===== config.mk =====
export PLATFORM = sky130hd
export DESIGN_NAME = arb_wordmux
export DESIGN_NICKNAME = d
export VERILOG_FILES = /design/src/rtl/arb_wordmux.sv
export SDC_FILE = /design/constraint.sdc
export NUM_CORES = 1
export LEC_CHECK = 0
export BUFFER_PORTS_ARGS = -buffer_cell sky130_fd_sc_hd__buf_2
export CAP_MARGIN = 15
export CORE_MARGIN = 1.5
export CORE_UTILIZATION = 43
export DETAILED_ROUTE_END_ITERATION = 7
export GPL_TIMING_DRIVEN = 0
export PLACE_DENSITY_LB_ADDON = 0.2
export SETUP_SLACK_MARGIN = 0.15
export SLEW_MARGIN = 25
export SYNTH_ARGS = -nofsm -noshare
export SYNTH_HDL_FRONTEND = slang
export SYNTH_SLANG_ARGS = --single-unit

===== constraint.sdc =====
create_clock -name i_clk -period 3.6 [get_ports i_clk]
set_clock_uncertainty 0.2 [all_clocks]
set_input_delay 0.18 -clock i_clk [delete_from_list [all_inputs] [get_ports i_clk]]
set_output_delay 0.18 -clock i_clk [all_outputs]
set_load 0.05 [all_outputs]

===== src/rtl/arb_wordmux.sv =====
// arb_wordmux: N-channel word multiplexer with round-robin or fixed-priority
// arbitration, optional grant lock and a one-entry registered output stage.
module arb_wordmux #(
  parameter int unsigned WIDTH    = 16,
  parameter int unsigned CHANNELS = 4,
  parameter int unsigned SELW     = 2,
  parameter int unsigned MODE     = 0
) (
  input  logic                      i_clk,
  input  logic                      i_rst,
  input  logic [CHANNELS-1:0]       i_valid,
  input  logic [CHANNELS*WIDTH-1:0] i_data,
  output logic [CHANNELS-1:0]       o_ready,
  input  logic                      i_lock,
  output logic                      o_valid,
  output logic [WIDTH-1:0]          o_data,
  output logic [SELW-1:0]           o_chan,
  input  logic                      i_ready
);

  logic [SELW-1:0]  ptr;
  logic [SELW-1:0]  last;
  logic [SELW-1:0]  grant;
  logic [SELW-1:0]  next_ptr;
  logic [WIDTH-1:0] word;
  logic             found;
  logic             lock_hit;
  logic             any_valid;
  logic             load;
  logic             xfer;

  // Handshake qualifiers: the register can take a word when empty or draining.
  always_comb begin
    any_valid = |i_valid;
    load      = !o_valid || i_ready;
    xfer      = !i_rst && load && any_valid;
  end

  // Lock applies only while the last-granted channel is still requesting.
  always_comb begin
    lock_hit = 1'b0;
    for (int unsigned k = 0; k < CHANNELS; k++) begin
      if (SELW'(k) == last && i_valid[k]) begin
        lock_hit = 1'b1;
      end
    end
  end

  // Grant selection; round-robin is split into two ascending scans
  // (ptr..CHANNELS-1, then 0..ptr-1) instead of a modular rotate.
  always_comb begin
    grant = '0;
    found = 1'b0;
    if (i_lock && lock_hit) begin
      grant = last;
      found = 1'b1;
    end else if (MODE == 1) begin
      for (int unsigned k = 0; k < CHANNELS; k++) begin
        if (!found && i_valid[k]) begin
          grant = SELW'(k);
          found = 1'b1;
        end
      end
    end else begin
      for (int unsigned k = 0; k < CHANNELS; k++) begin
        if (!found && i_valid[k] && SELW'(k) >= ptr) begin
          grant = SELW'(k);
          found = 1'b1;
        end
      end
      for (int unsigned k = 0; k < CHANNELS; k++) begin
        if (!found && i_valid[k] && SELW'(k) < ptr) begin
          grant = SELW'(k);
          found = 1'b1;
        end
      end
    end
  end

  // Word of the granted channel and the pointer value following it.
  always_comb begin
    word = '0;
    for (int unsigned k = 0; k < CHANNELS; k++) begin
      if (SELW'(k) == grant) begin
        word = i_data[k*WIDTH +: WIDTH];
      end
    end
    next_ptr = (grant == SELW'(CHANNELS - 1)) ? '0 : grant + SELW'(1);
  end

  // One-hot accept towards the granted producer.
  always_comb begin
    o_ready = '0;
    for (int unsigned k = 0; k < CHANNELS; k++) begin
      o_ready[k] = xfer && (SELW'(k) == grant);
    end
  end

  // Output register, grant history and round-robin pointer.
  always_ff @(posedge i_clk) begin
    if (i_rst) begin
      o_valid <= 1'b0;
      o_data  <= '0;
      o_chan  <= '0;
      ptr     <= '0;
      last    <= '0;
    end else if (xfer) begin
      o_valid <= 1'b1;
      o_data  <= word;
      o_chan  <= grant;
      last    <= grant;
      if (MODE == 0) begin
        ptr <= next_ptr;
      end
    end else if (o_valid && i_ready) begin
      o_valid <= 1'b0;
    end
  end

endmodule


# ---- Yosys cells after proc, flatten, opt, wreduce, memory -nomap -nowiden
# Cells that the tools add are included.
# Widths: inputs -> output; s select.
dict set report classes {
  add_sub_neg 1
  mul 0
  div_mod_pow 0
  magnitude_cmp 8
  n_eq_ne 7
  n_shift 0
  mux 33
  bitwise_logic 0
  reduce_logical 41
}
# op count
set op_table {}
lappend op_table {{$mux 16} 4}
lappend op_table {{$logic_and 1x1->1} 27}
lappend op_table {{$mux 1} 21}
lappend op_table {{$mux 2} 8}
lappend op_table {{$logic_not 1->1} 9}
lappend op_table {{$eq 2x2->1 const A} 4}
lappend op_table {{$eq 1x2->1 const A} 2}
lappend op_table {{$ge 1x2->1 const A} 2}
lappend op_table {{$ge 2x2->1 const A} 2}
lappend op_table {{$logic_not 2->1} 2}
lappend op_table {{$lt 1x2->1 const A} 2}
lappend op_table {{$lt 2x2->1 const A} 2}
lappend op_table {{$reduce_or 4->1} 1}
lappend op_table {{$add 2x1->2 const B} 1}
lappend op_table {{$eq 2x2->1 const B} 1}
lappend op_table {{$reduce_bool 2->1} 1}
lappend op_table {{$logic_or 1x1->1} 1}
dict set report totals {
  ff_bits 21
  latchBits 0
  ramBits 0
  mem_bits_ro 0
  in_bits 72
  out_inout_bits 23
  wordCells 94
  mem_count 0
}

# ---- Logic depth before layout (Yosys ltp)
dict set report logic_depth {
  depth_word 48
  depth_mapped 12
  mapped_depth_nobuf 9
}

# ---- Worst setup path before layout
# No wires, ideal clock.
dict set report synth_path {
  path_kind {register -> output}
  from {register last[1]}
  to {output o_ready[2]}
  arrival_ns 2.630
  required_time_ns 3.220
  slack_ns 0.590
  stages_incl_launch_ff 9
  n_path_buf 2
  path_cell_list {dfxtp_1 > mux2_2 > nand3_1 > nand2_1 > mux2_2 > ha_1 > clkbuf_1 > clkbuf_1 > and3_1}
}
dict set report synth_via {
  elab_chain_cells 10
}
# element line
set synth_rtl {}
lappend synth_rtl {{start: declaration} 22} ;# logic [SELW-1:0] last;
lappend synth_rtl {{start signal: assignment} 111} ;# last <= grant;
lappend synth_rtl {{$logic_not 2->1} 43} ;# if (SELW'(k) == last && i_valid[k]) begin
lappend synth_rtl {{$logic_and 1x1->1} 43}
lappend synth_rtl {{$mux 1 (4 in series)} 43}
lappend synth_rtl {{$logic_and 1x1->1} 54} ;# if (i_lock && lock_hit) begin
lappend synth_rtl {{$mux 2 (*)} 54}
lappend synth_rtl {{named net grant[1]} 23} ;# logic [SELW-1:0] grant;
lappend synth_rtl {{$eq 2x2->1 (*)} 95} ;# o_ready[k] = xfer && (SELW'(k) == grant);
lappend synth_rtl {{$logic_and 1x1->1 (*)} 95}
lappend synth_rtl {{end: declaration} 13} ;# output logic [CHANNELS-1:0] o_ready,
# The timed path passes the listed nets; every way through them passes the cells marked *.

# ---- Worst setup path in the final report
# Ends and elaborated chain as after synthesis.

==> insert_results.sql <==
INSERT INTO impl_metrics (metric_group, metric, value, unit) VALUES
('routing', 'vias_per_cell', '5.40', ''),
('cts', 'clock_latency', '300', 'ps'),
('cts', 'cts.sinks', '21', ''),
('cts', 'htreeDepth', '1', ''),
('floorplan', 'dieArea', '3910', 'µm²'),
('synthesis', 'synth_common_cells', 'a21oi_1, dfxtp_1, inv_1', ''),
('timing', 'period_minus_slack', '3210', 'ps'),
('floorplan', 'core-area', '3360', 'µm²'),
('floorplan', 'fp.dieH', '62.6', 'µm'),
('cts', 'post-cts-setup-buffers', '0', ''),
('timing', 'grt_setup_unrepaired', 'no', ''),
('grt', 'total_routing_usage_gr', '22.7', '%'),
('grt', 'antenna_found_initial', '0', ''),
('floorplan', 'io_pins', '95', ''),
('cts', 'ctsLongestPathBuffers', '2', ''),
('synthesis', 'syn_area', '1530', 'µm²'),
('routing', 'dr_wl_met2', '2260', 'µm'),
('routing', 'final_antenna_net_count', '0', ''),
('worst_setup_path', 'timing.critical_path.slowest_cell_delay', '450', 'ps'),
('synthesis', 'ys.warnings.count', '0', ''),
('worst_setup_path', 'critical_path.cell_chain', 'mux2_2 > nand3b_1 > nand2_1 > mux2_2 > ha_1 > clkbuf_1 > clkbuf_1 > and3_1 > buf_2', ''),
('power_and_ir_drop', 'fraction_of_power_consumed_by_combinational_cells', '58.2', '%'),
('timing', 'achievable-frequency', '311', 'MHz'),
('timing', 'finalHoldViolations', '0', ''),
('routing', 'total_routed_length', '4450', 'µm'),
('grt', 'grt_start_max_net_pins', '12', ''),
('cts', 'post_cts_resize_count', '0', ''),
('routing', 'drt_first_iter_violations', '91', ''),
('worst_setup_path', 'worstPathRequired', '3220', 'ps'),
('worst_setup_path', 'critPathLaunchType', 'register', ''),
('outcome', 'status', 'completed', ''),
('timing', 'timing.final.crit_share', '89.2', '%'),
('power_and_ir_drop', 'share_seq_of_total_power', '30.0', '%'),
('worst_setup_path', 'crit_fanout', '10', ''),
('routing', 'drc_errors', '0', ''),
('synthesis', 'avgSynthCellArea', '8.38', 'µm²'),
('final_layout', 'final_util', '62.7', '%'),
('worst_setup_path', 'critical_path.slowest_cell', 'dfxtp_1', ''),
('final_layout', 'multi_input_area', '908', 'µm²'),
('worst_setup_path', 'timing.critical_path.buf_inv', '3', ''),
('timing', 'worst_pin_slew', '529', 'ps'),
('worst_setup_path', 'worstPathArrival', '2830', 'ps'),
('synthesis', 'synth-edff-count', '0', ''),
('synthesis', 'post_synth_inst_count', '182', ''),
('power_and_ir_drop', 'cellLeakagePower', '0.00108', 'µW'),
('worst_setup_path', 'worst_path_dominant_cell_family', 'buffers and inverters', ''),
('worst_setup_path', 'reg2reg_setup_slack', '660', 'ps'),
('grt', 'grt_pass1_vias', '1657', ''),
('synthesis', 'synth_top_area_share', '27.6', '%'),
('final_layout', 'syn2layout_area_growth', '38.3', '%'),
('min_path', 'hold_class', 'in -> reg', ''),
('run', 'drv.max_cap_violation_count', '0', ''),
('final_layout', 'final_layout_size_suffix_gt1_share', '43.5', '%'),
('routing', 'drt-met1-wl', '1860', 'µm'),
('placed_design', 'hpwlAfterDp', '3480', 'µm'),
('worst_setup_path', 'criticalPathCategory', 'reg -> out', ''),
('final_layout', 'antenna-diode-count', '0', ''),
('final_layout', 'fin_nets', '360', ''),
('floorplan', 'die_width', '62.6', 'µm'),
('power_and_ir_drop', 'power.switching', '450', 'µW'),
('grt', 'gr-total-overflow', '0', ''),
('timing', 'finalSetupViolCount', '0', ''),
('synthesis', 'synthFlopType', 'dfxtp_1', ''),
('routing', 'vias', '1778', ''),
('power_and_ir_drop', 'share_of_total_power_consumed_by_net_switching', '45.4', '%'),
('synthesis', 'ys_async_sr_fraction', '0', '%'),
('timing', 'headroom_to_the_max_slew_limit', '64.8', '%'),
('cts', 'cts_buffers', '3', ''),
('routing', 'dr.max_layer_used', 'met4', ''),
('timing', 'tns', '0', 'ps'),
('power_and_ir_drop', 'clkPwrFrac', '11.8', '%');
==> area by class of cell <==
type	count	share of cell area (%)
Tap cell	46	2.73
Clock buffer	4	1.25
Timing Repair Buffer	97	23.7
Buffer	18	5.75
Inverter	20	3.56
Sequential cell	21	19.9
Multi-Input combinational cell	123	43.1
==> through the flow <==
stage | instances | power, µW | hold WS (ps) | cell area (µm²) | setup slack (ps)
floorplan | 182 | 736 | 156 | 1530 | 590
global placement | 322 | 870 | 269 | 2050 | 724
detailed placement | 322 | 875 | 271 | 2050 | 679
CTS | 329 | 995 | 4.03 | 2110 | 410
global route | 329 | 1060 | 3.29 | 2110 | 165
finish | 329 | 991 | 1.02 | 2110 | 389
==> routing by layer <==
layer  track usage (%)  vias up
met5                 0        -
li1                  -      885
met2              40.5       63
met3              3.42        4
met1              28.3      826
met4              6.67        0
==> flip-flops by register name, indices dropped and copies added (netlist names) <==
register	count
ptr	2
o_valid	1
o_data	16
last	2
==> worst register-to-register path, stage by stage, from the launching register on <==
cell,delay [ps]
dfxtp_1,450
mux2_2,370
nand3b_1,140
nand2_1,110
mux2_2,300
ha_1,180
clkbuf_1,150
clkbuf_1,270
a221o_1,350
a221oi_2,240
nor3_1,80
==> path summary, 6_finish.rpt <==
kind                                  from  cells after the start         end
worst min register to register     o_valid                      2     o_valid
worst max-delay path               last[1]                      9  o_ready[2]
worst min-delay path            i_data[59]                      3  o_data[11]
worst max register to register     last[1]                     10  o_data[13]
==> power groups by stage <==
stage / clock (µW) / sequential [µW] / combinational, µW
2_1_floorplan: 0 / 424 / 311
3_3_place_gp: 0 / 300 / 570
3_5_place_dp: 0 / 301 / 574
4_1_cts: 121 / 296 / 577
5_1_grt: 130 / 302 / 623
6_report: 117 / 297 / 577
==> layout by cell type (no fill, tap or decap), drive strengths merged, types with 2 or more instances in the layout <==
cell         instances
a21oi               21
a221o               16
a221oi              17
and3                 4
buf                104
clkbuf              12
dfxtp               21
dlygate4sd3          3
ha                   4
inv                 20
mux2                 3
mux2i                2
nand2                6
nor2                19
nor3                16
==> logic make-up after synthesis <==
family          after synthesis  synth area share, %
compound gates               62                 35.3
fa+ha+maj                     4                 3.28
buf+inv                      38                 12.9
flops                        21                 27.6
mux                           5                 3.53
simple gates                 52                 17.5
==> what timing repair did <==
| item | in CTS | in global routing |
|---|---|---|
| hold endpoints to repair | 3 | 0 |
| endpoints found under the setup margin | 0 | 0 |
| hold buffers | 3 | 0 |
Note: power is estimated with default switching activity, not from simulation.
